$ cat src/rtl/regfile_pkg.sv
`default_nettype none
// ----------------------------------------------------------------------------
// regfile_pkg : shared types/constants for the regfile writeback arbiter
// Revision 1.0
// ----------------------------------------------------------------------------
package regfile_pkg;

  localparam logic [4:0] REG_ZERO = 5'd31;
  localparam int         NUM_REGS = 32;

  typedef struct packed {
    logic [4:0]  rd;
    logic [63:0] data;
  } wb_req_t;

endpackage
`default_nettype wire

$ cat src/rtl/wb_fifo.sv
`default_nettype none
// ----------------------------------------------------------------------------
// wb_fifo : small writeback request FIFO with per-entry valid exposed
// Revision 1.0
// ----------------------------------------------------------------------------
module wb_fifo
  import regfile_pkg::*;
#(
  parameter int DEPTH = 2
) (
  input  logic                  clk,
  input  logic                  rst_n,
  input  logic                  push,
  input  wb_req_t               push_req,
  input  logic                  pop,
  output wb_req_t               head,
  output logic                  full,
  output logic                  empty,
  output logic [DEPTH-1:0]      entry_valid,
  output logic [DEPTH-1:0][4:0] entry_rd
);

  localparam int PTR_W = (DEPTH > 1) ? $clog2(DEPTH) : 1;

  wb_req_t          mem [DEPTH];
  logic [PTR_W-1:0] wr_ptr;
  logic [PTR_W-1:0] rd_ptr;
  logic [DEPTH-1:0] valid;
  logic [DEPTH-1:0] valid_nxt;
  logic             push_ok;
  logic             pop_ok;

  assign full    = &valid;
  assign empty   = ~|valid;
  assign push_ok = push & ~full;
  assign pop_ok  = pop & ~empty;

  // Slots are tracked individually so occupancy and per-entry valid come from one source.
  always_comb begin
    valid_nxt = valid;
    if (pop_ok)  valid_nxt[rd_ptr] = 1'b0;
    if (push_ok) valid_nxt[wr_ptr] = 1'b1;
  end

  always_ff @(posedge clk or negedge rst_n) begin
    if (!rst_n) begin
      wr_ptr <= '0;
      rd_ptr <= '0;
      valid  <= '0;
    end else begin
      valid <= valid_nxt;
      if (push_ok) wr_ptr <= wr_ptr + PTR_W'(1);
      if (pop_ok)  rd_ptr <= rd_ptr + PTR_W'(1);
    end
  end

  always_ff @(posedge clk) begin
    if (push_ok) mem[wr_ptr] <= push_req;
  end

  assign head        = mem[rd_ptr];
  assign entry_valid = valid;

  generate
    for (genvar i = 0; i < DEPTH; i++) begin : g_entry_rd
      assign entry_rd[i] = mem[i].rd;
    end
  endgenerate

endmodule
`default_nettype wire

$ cat src/rtl/regfile_wb_arbiter.sv
`default_nettype none
// ----------------------------------------------------------------------------
// regfile_wb_arbiter : shares the regfile write port between ALU and load results
// Revision 1.0
// ----------------------------------------------------------------------------
module regfile_wb_arbiter
  import regfile_pkg::*;
#(
  parameter int DEPTH        = 2,
  parameter int STARVE_LIMIT = 4,
  parameter int DATA_W       = 64
) (
  input  logic              clk,
  input  logic              rst_n,
  input  logic              alu_valid,
  output logic              alu_ready,
  input  logic [4:0]        alu_reg,
  input  logic [DATA_W-1:0] alu_data,
  input  logic              ld_valid,
  output logic              ld_ready,
  input  logic [4:0]        ld_reg,
  input  logic [DATA_W-1:0] ld_data,
  output logic [4:0]        WriteRegister,
  output logic [DATA_W-1:0] WriteData,
  output logic              RegWrite,
  output logic [30:0]       pending,
  output logic              idle
);

  localparam int CNT_W = $clog2(STARVE_LIMIT + 1);
  localparam logic [CNT_W-1:0] LIMIT = CNT_W'(STARVE_LIMIT);

  logic                  alive;
  logic                  alu_push, ld_push;
  logic                  alu_full, alu_empty, ld_full, ld_empty;
  wb_req_t               alu_req, ld_req, alu_head, ld_head, grant_req;
  logic [DEPTH-1:0]      alu_ev, ld_ev;
  logic [DEPTH-1:0][4:0] alu_erd, ld_erd;
  logic                  grant_alu, grant_ld;
  logic [CNT_W-1:0]      starve_cnt;
  logic [NUM_REGS-1:0]   pend;

  // Readiness is held low until the first edge after reset release.
  always_ff @(posedge clk or negedge rst_n) begin
    if (!rst_n) alive <= 1'b0;
    else        alive <= 1'b1;
  end

  assign alu_ready = alive & ~alu_full;
  assign ld_ready  = alive & ~ld_full;

  // Zero-register writes complete the handshake but are dropped here.
  assign alu_push = alu_valid & alu_ready & (alu_reg != REG_ZERO);
  assign ld_push  = ld_valid  & ld_ready  & (ld_reg  != REG_ZERO);

  assign alu_req = '{rd: alu_reg, data: 64'(alu_data)};
  assign ld_req  = '{rd: ld_reg,  data: 64'(ld_data)};

  wb_fifo #(.DEPTH(DEPTH)) u_alu_fifo (
    .clk         (clk),
    .rst_n       (rst_n),
    .push        (alu_push),
    .push_req    (alu_req),
    .pop         (grant_alu),
    .head        (alu_head),
    .full        (alu_full),
    .empty       (alu_empty),
    .entry_valid (alu_ev),
    .entry_rd    (alu_erd)
  );

  wb_fifo #(.DEPTH(DEPTH)) u_ld_fifo (
    .clk         (clk),
    .rst_n       (rst_n),
    .push        (ld_push),
    .push_req    (ld_req),
    .pop         (grant_ld),
    .head        (ld_head),
    .full        (ld_full),
    .empty       (ld_empty),
    .entry_valid (ld_ev),
    .entry_rd    (ld_erd)
  );

  always_comb begin
    grant_alu = ~alu_empty & (ld_empty | (starve_cnt == LIMIT));
    grant_ld  = ~ld_empty & ~grant_alu;
    grant_req = grant_alu ? alu_head : ld_head;
  end

  always_ff @(posedge clk or negedge rst_n) begin
    if (!rst_n) begin
      starve_cnt <= '0;
    end else if (alu_empty || grant_alu) begin
      starve_cnt <= '0;
    end else if (grant_ld && (starve_cnt != LIMIT)) begin
      starve_cnt <= starve_cnt + CNT_W'(1);
    end
  end

  always_ff @(posedge clk or negedge rst_n) begin
    if (!rst_n) begin
      RegWrite      <= 1'b0;
      WriteRegister <= '0;
      WriteData     <= '0;
    end else begin
      RegWrite <= grant_alu | grant_ld;
      if (grant_alu || grant_ld) begin
        WriteRegister <= grant_req.rd;
        WriteData     <= DATA_W'(grant_req.data);
      end
    end
  end

  always_comb begin
    pend = '0;
    for (int i = 0; i < DEPTH; i++) begin
      if (alu_ev[i]) pend[alu_erd[i]] = 1'b1;
      if (ld_ev[i])  pend[ld_erd[i]]  = 1'b1;
    end
    if (RegWrite) pend[WriteRegister] = 1'b1;
  end

  assign pending = pend[30:0];
  assign idle    = alu_empty & ld_empty & ~RegWrite;

endmodule
`default_nettype wire
$ cat config.mk
export PLATFORM = sky130hd
export DESIGN_NAME = regfile_wb_arbiter
export DESIGN_NICKNAME = d
export VERILOG_FILES = /design/src/rtl/regfile_pkg.sv /design/src/rtl/wb_fifo.sv /design/src/rtl/regfile_wb_arbiter.sv
export SDC_FILE = /design/constraint.sdc
export NUM_CORES = 1
export LEC_CHECK = 0
export BUFFER_PORTS_ARGS = -buffer_cell sky130_fd_sc_hd__clkbuf_2
export CORE_AREA = 2 2 174 193
export CTS_BUF_LIST = sky130_fd_sc_hd__clkbuf_8
export CTS_CLUSTER_SIZE = 12
export DETAILED_ROUTE_END_ITERATION = 10
export DIE_AREA = 0 0 176 195
export GPL_TIMING_DRIVEN = 0
export MAX_ROUTING_LAYER = met4
export PLACE_DENSITY = 0.71
export SLEW_MARGIN = 20
export SYNTH_ARGS = -nofsm -noshare
export SYNTH_HDL_FRONTEND = slang
export SYNTH_HIERARCHICAL = 1
export SYNTH_SLANG_ARGS = --single-unit
$ cat constraint.sdc
create_clock -name clk -period 6.3 [get_ports clk]
set_clock_uncertainty 0.15 [all_clocks]
set_input_delay 1.26 -clock clk [delete_from_list [all_inputs] [get_ports clk]]
set_output_delay 1.26 -clock clk [all_outputs]
set_load 0.05 [all_outputs]
==> impl_metrics.py, run 1 <==
metrics = {
    "sta": {
        "slew_viol_final": 0,
        "worstMarginPinSlew_ps": 939,
        "finalSetupViolCount": 0,
        "finalCritPeriodShare_pct": 75.7,
        "rsz0062_at_grt": "no",
        "fin_ws_ps": 1530,
        "slew_headroom_pct": 36.5,
        "fmax_ghz": 0.210,
        "period_needed_ps": 4770,
        "final-hold-violation-count": 0,
        "fin_tns_setup_ps": 0,
        "whs_ps": 315,
    },
    "clock_network": {
        "insertion_delay_ps": 600,
        "cts_resized": 0,
        "clockBufferDepth": 3,
        "post_cts_buffers": 0,
        "h-tree-depth": 2,
        "numCtsBuffers": 54,
        "clkSlewWorstSetupHoldPaths_ps": 60,
        "cts-root-buf": "clkbuf_8",
        "cts.sinks": 358,
        "cts_tree": "yes",
        "cts_hold_buffers": 0,
    },
    "yosys": {
        "synth_warnings": 6,
        "synth_fp_nets": 1128,
        "synth-edff-count": 276,
        "avgSynthCellArea_um2": 16.2,
        "synth_async_sr_flop_share_pct": 22.9,
        "synth_cell_types": 50,
        "syn_area_um2": 15900,
        "synth-seq-area-share_pct": 64.8,
        "synth-main-ff-cell": "edfxtp_1",
        "postSynthCellCount": 984,
        "ys_ff_latch": 358,
    },
    "grt": {
        "grt_antenna_before_repair": 5,
        "grt_max_degree": 45,
        "grt_overflow": 0,
        "grt_use_total_pct": 23.7,
        "grt_pass1_wl_um": 59100,
        "grt_pass1_vias": 10200,
    },
    "placement": {
        "place.gp.congestion": 0.948,
        "pre_cts_ws_ps": 2150,
        "dpl.hpwl_um": 28400,
        "io_buffers": 245,
        "placed_cell_area_um2": 18000,
        "dpl.cell_count": 1664,
    },
    "finish": {
        "finalNonFillerCells": 1769,
        "nets": 1438,
        "drive_gt1_share_pct": 40.4,
        "synthToLayoutAreaGrowth_pct": 20.0,
        "stdcell_area_um2": 19100,
    },
    "floorplan": {
        "dieArea_um2": 34300,
        "start_util_pct": 49.5,
        "io_pins": 246,
        "coreArea_um2": 32200,
        "die_h_um": 195,
        "row_count": 69,
        "fp.dieW_um": 176,
    },
    "setup_path": {
        "crit_path_start_kind": "flop",
        "criticalPathCategory": "reg -> out",
        "cp.arrival_ps": 3360,
        "critPathRequiredTime_ps": 4890,
        "end_kind": "output port",
        "critPathMaxFanout": 13,
    },
    "run": {
        "drv_cap": 0,
    },
    "route": {
        "drtPass1Iterations": 5,
        "vias_per_cell": 5.65,
        "drt_iter0_drc": 739,
        "wire_per_inst_um": 22.5,
        "via_count": 9999,
        "drc_errors": 0,
        "drt-total-wl_um": 39700,
        "drtAntennaViolNets": 0,
    },
    "min_path": {
        "hold_path.class": "reg -> reg",
    },
    "pwr": {
        "pwr_density_cell_nw_per_um2": 504,
        "leakagePower_uw": 0.00798,
        "vdd_drop_max_mv": 0.271,
    },
    "outcome": {
        "outcome": "completed",
    },
}
==> cell type report <==
type | instances | area (µm²)
tap | 426 | 533
multi-input combinational | 533 | 4890
antenna | 5 | 12.5
clock inverter | 35 | 255
sequential | 358 | 10300
clock buffer | 65 | 895
buffer | 81 | 702
fill | 2496 | 13100
inverter | 12 | 45.0
timing repair buffer | 254 | 1470
==> cell usage in the layout (no fill, tap or decap), types with 9 or more instances in the layout <==
master / n
edfxtp_1: 276
clkbuf_2: 244
mux2_4: 136
dfrtp_1: 82
a221o_1: 69
and3_1: 66
clkbuf_8: 66
clkbuf_1: 26
inv_1: 25
o22ai_1: 24
nand3_1: 24
nor2_1: 22
nand2_1: 21
a22oi_1: 20
buf_4: 20
buf_12: 16
nand4b_1: 15
nor2b_1: 14
nor3_1: 13
nand2b_1: 12
nor4bb_1: 12
buf_6: 11
nand4_1: 10
buf_2: 10
or3_1: 9
clkinv_2: 9
==> final timing paths <==
path                                           start                        end  slack [ps]  depth (start not counted)
max                        u_alu_fifo/entry_valid[0]                       idle        1530                          7
min                                    starve_cnt[0]              starve_cnt[0]         310                          1
max reg2reg                u_alu_fifo/entry_valid[0]       u_alu_fifo/mem[0][6]        3260                          8
min reg2reg                            starve_cnt[0]              starve_cnt[0]         310                          1
max in group asynchronous                      rst_n  u_alu_fifo/entry_valid[1]        4980                          2
min in group asynchronous                      rst_n              WriteData[19]         450                          1
==> worst max-delay path, stage by stage (launching register included) <==
cell	delay (ps)
dfrtp_1	520
nor2_1	640
clkbuf_1	580
and2_1	210
clkbuf_1	220
inv_1	100
nor2_1	170
clkbuf_2	310
==> power by group <==
part           total (µW)  switching (µW)  internal, µW
logic                4330            2650          1680
registers            3340             260          3080
clock network        1970             872          1100
==> cell usage after synthesis (13+ instances only) <==
| library cell | instances | area, µm² |
|---|---|---|
| nor2b_1 | 14 | 87.6 |
| and3_1 | 68 | 425 |
| nor3_1 | 13 | 65.1 |
| clkbuf_1 | 26 | 97.6 |
| buf_12 | 14 | 280 |
| a22oi_1 | 20 | 150 |
| a221o_1 | 69 | 691 |
| nor2_1 | 24 | 90.1 |
| dfrtp_1 | 82 | 2050 |
| nand4b_1 | 15 | 131 |
| o22ai_1 | 24 | 150 |
| mux2_4 | 136 | 2040 |
| nand3_1 | 24 | 120 |
| edfxtp_1 | 276 | 8290 |
| nand2_1 | 21 | 78.8 |
| buf_4 | 20 | 150 |
==> through the flow <==
stage               util (%)  total power (µW)
floorplan                  -              6560
global route            59.4             10100
detailed placement      55.8              7730
CTS                     59.4              9710
global placement        55.0              7630
finish                  59.4              9640
==> metal layers <==
metal / vias up / routed length [µm] / GRT usage (%)
met3: 91 / 2940 / 5.47
met1: 4958 / 15900 / 28.9
met2: 393 / 19600 / 38.6
met4: 0 / 1360 / 8.66
met5: - / 0 / -
li1: 4557 / - / -
==> sequential cells by signal, summed over array words and instances (netlist names) <==
register / flops
u_alu_fifo/wr_ptr: 1
u_ld_fifo/wr_ptr: 1
u_alu_fifo/rd_ptr: 1
alive: 1
RegWrite: 1
WriteData: 64
starve_cnt: 3
u_ld_fifo/rd_ptr: 1
u_alu_fifo/mem: 138
u_ld_fifo/mem: 138
u_alu_fifo/entry_valid: 2
u_ld_fifo/entry_valid: 2
WriteRegister: 5
==> cell families after synthesis <==
family	count (synthesis)	share of synthesized area [%]
flip-flops	358	64.8
multiplexers	138	12.9
AND/OR/NAND/NOR	249	9.64
other	1	0.0235
adder cells (fa/ha/maj)	2	0.157
buffers and inverters	93	4.68
XOR/XNOR	4	0.220
AO/OA/AOI/OAI	139	7.50
No activity file was read; power rests on OpenSTA's default activity.
==> run 2: changes to the inputs <==
PLACE_DENSITY = 0.74   (was 0.71)
clock period = 4.05 ns   (was 6.3 ns; I/O delays follow)
==> run 2 against run 1 <==
Via count rose by 0.34%. Core utilization fell by 0.30 points. Count of clock-buffer cells in the layout fell by 2. Die area did not move. First-iteration DRC count rose by 4.7%. Register-to-register slack got worse by 2200 ps. Cell count barely moved. Critical path type unchanged. Largest power group unchanged.
==> impl_metrics.py, run 2 (synthesis gave the netlist of run 1 again) <==
metrics = {
    "setup_path": {
        "reg2reg_from": "u_alu_fifo/entry_valid[0]",
        "worstPathCellList": "nor2_2 > clkbuf_2 > and2_1 > clkbuf_1 > inv_1 > nor2_1 > clkbuf_2",
        "critPathMaxFanout": 13,
        "critPathRequiredTime_ps": 3090,
        "critPathMaxStageDelay_ps": 530,
        "worstReg2RegEnd": "u_alu_fifo/mem[0][34]",
        "crit_path_start_kind": "flop",
        "criticalPathCategory": "reg -> out",
        "cp.arrival_ps": 2870,
        "worst-r2r-cell-count": 8,
        "worst_path_most_repeated_cell": "clkbuf_2",
        "crit_slowest_cell": "dfrtp_1",
        "ff2ff_setup_slack_ps": 1060,
        "end_kind": "output port",
    },
    "outcome": {
        "outcome": "completed",
    },
    "route": {
        "vias_per_cell": 5.67,
        "drtPass1Iterations": 5,
        "drt_iter0_drc": 774,
        "drc_errors": 0,
        "via_count": 10000,
        "drtAntennaViolNets": 0,
        "wire_per_inst_um": 22.6,
        "drt-total-wl_um": 39900,
    },
    "grt": {
        "grt_overflow": 0,
        "grt_antenna_before_repair": 6,
        "grt_pass1_vias": 10500,
        "grt_use_total_pct": 23.9,
        "grt_max_degree": 49,
        "grt_pass1_wl_um": 60000,
    },
    "clock_network": {
        "clkSlewWorstSetupHoldPaths_ps": 70,
        "h-tree-depth": 2,
        "cts-root-buf": "clkbuf_8",
        "clockBufferDepth": 3,
        "numCtsBuffers": 52,
        "cts_tree": "yes",
        "cts.sinks": 358,
        "insertion_delay_ps": 600,
        "post_cts_buffers": 0,
    },
    "sta": {
        "whs_ps": 246,
        "finalCritPeriodShare_pct": 94.5,
        "fin_tns_setup_ps": 0,
        "final-hold-violation-count": 0,
        "fmax_ghz": 0.261,
        "rsz0062_at_grt": "no",
        "slew_viol_final": 0,
        "period_needed_ps": 3830,
        "finalSetupViolCount": 0,
        "fin_ws_ps": 221,
        "slew_headroom_pct": 38.2,
        "worstMarginPinSlew_ps": 914,
    },
    "pwr": {
        "p_clk_share_pct": 19.1,
        "p_int_uw": 8880,
        "p_switching_uw": 5900,
        "swShare_pct": 39.9,
        "pwr_density_cell_nw_per_um2": 776,
        "power_frac_seq_pct": 35.3,
        "leakagePower_uw": 0.00796,
        "pwr-share-comb_pct": 45.6,
        "vdd_drop_max_mv": 0.525,
    },
    "placement": {
        "dpl.cell_count": 1664,
        "pre_cts_ws_ps": 490,
        "dpl.hpwl_um": 28400,
        "place.gp.congestion": 0.931,
        "io_buffers": 245,
    },
    "finish": {
        "layout.cells.most_common": "edfxtp_1",
        "largest_registers": "u_alu_fifo/mem (138), u_ld_fifo/mem (138), WriteData (64)",
        "finalNonFillerCells": 1770,
        "synthToLayoutAreaGrowth_pct": 19.4,
        "final_cell_mix": "edfxtp_1 (276), clkbuf_2 (246), mux2_4 (136)",
        "drive_gt1_share_pct": 40.0,
        "nets": 1437,
        "fin_util_pct": 59.1,
        "fill_cells": 2524,
    },
    "min_path": {
        "worstHoldPathCells": 1,
        "hp-start": "alu_data[60]",
        "holdPathEnd": "u_alu_fifo/mem[0][60]",
        "hold_path.class": "in -> reg",
    },
    "floorplan": {
        "dieArea_um2": 34300,
        "row_count": 69,
        "fp.dieW_um": 176,
        "coreArea_um2": 32200,
        "io_pins": 246,
        "start_util_pct": 49.5,
        "die_h_um": 195,
    },
    "run": {
        "drv_cap": 0,
    },
}
run 2: worst max-delay path, delay by kind of cell (launching register included):
family | cells | cell delay (ps)
buf+inv | 4 | 1000
flops | 1 | 530
simple gates | 3 | 760
run 2: how the worst max path moves through the flow:
| stage | end | slack, ps | from | cells past startpoint |
|---|---|---|---|---|
| 3_3_place_gp | u_alu_fifo/mem[1][38] | -830 | u_alu_fifo/entry_valid[1] | 6 |
| 2_1_floorplan | u_alu_fifo/mem[1][0] | 110 | u_alu_fifo/entry_valid[0] | 6 |
| 5_1_grt | idle | 40 | u_alu_fifo/entry_valid[1] | 7 |
| 3_5_place_dp | idle | 490 | u_alu_fifo/entry_valid[1] | 7 |
| 6_report | idle | 220 | u_alu_fifo/entry_valid[1] | 7 |
| 4_1_cts | idle | 30 | u_alu_fifo/entry_valid[1] | 7 |
run 2: stage by stage:
stage | total power (µW) | instance area, µm²
6_report | 14800 | 19000
4_1_cts | 14900 | 19000
3_3_place_gp | 11800 | 17700
2_1_floorplan | 10200 | 16000
5_1_grt | 15400 | 19000
3_5_place_dp | 12000 | 18000
run 2: routing by layer:
metal	vias to the layer above	GRT usage (%)	share of wire, %
met1	4965	28.3	38
li1	4555	-	-
met5	-	-	0
met4	0	9.06	3.3
met3	95	5.28	7.5
met2	418	40.2	51
run 2: power groups by stage:
stage	combinational (µW)	sequential (µW)	clock, µW
2_1_floorplan	3800	6390	0
3_5_place_dp	6770	5270	0
6_report	6740	5210	2830
4_1_cts	6770	5210	2900
5_1_grt	7090	5290	3040
3_3_place_gp	6560	5280	0
run 2: cell type report:
type	count	area, µm²	share of cell area (%)
clock buffers	63	867	4.55
repair buffers	255	1470	7.72
flip-flops and latches	358	10300	54.3
well taps	426	533	2.80
plain buffers	81	704	3.70
diodes	7	17.5	0.0920
multi-input cells	533	4890	25.7
clock inverters	35	173	0.907
inverters	12	45.0	0.237
run 2: timing repair:
| item | in CTS | in global routing |
|---|---|---|
| gates resized for setup | 1 | 4 |
| setup endpoints to repair | 1 | 1 |
| gates cloned | 0 | 0 |
| hold buffers | 1 | 0 |
| hold endpoints to repair | 34 | 0 |
| pin swaps | 0 | 0 |
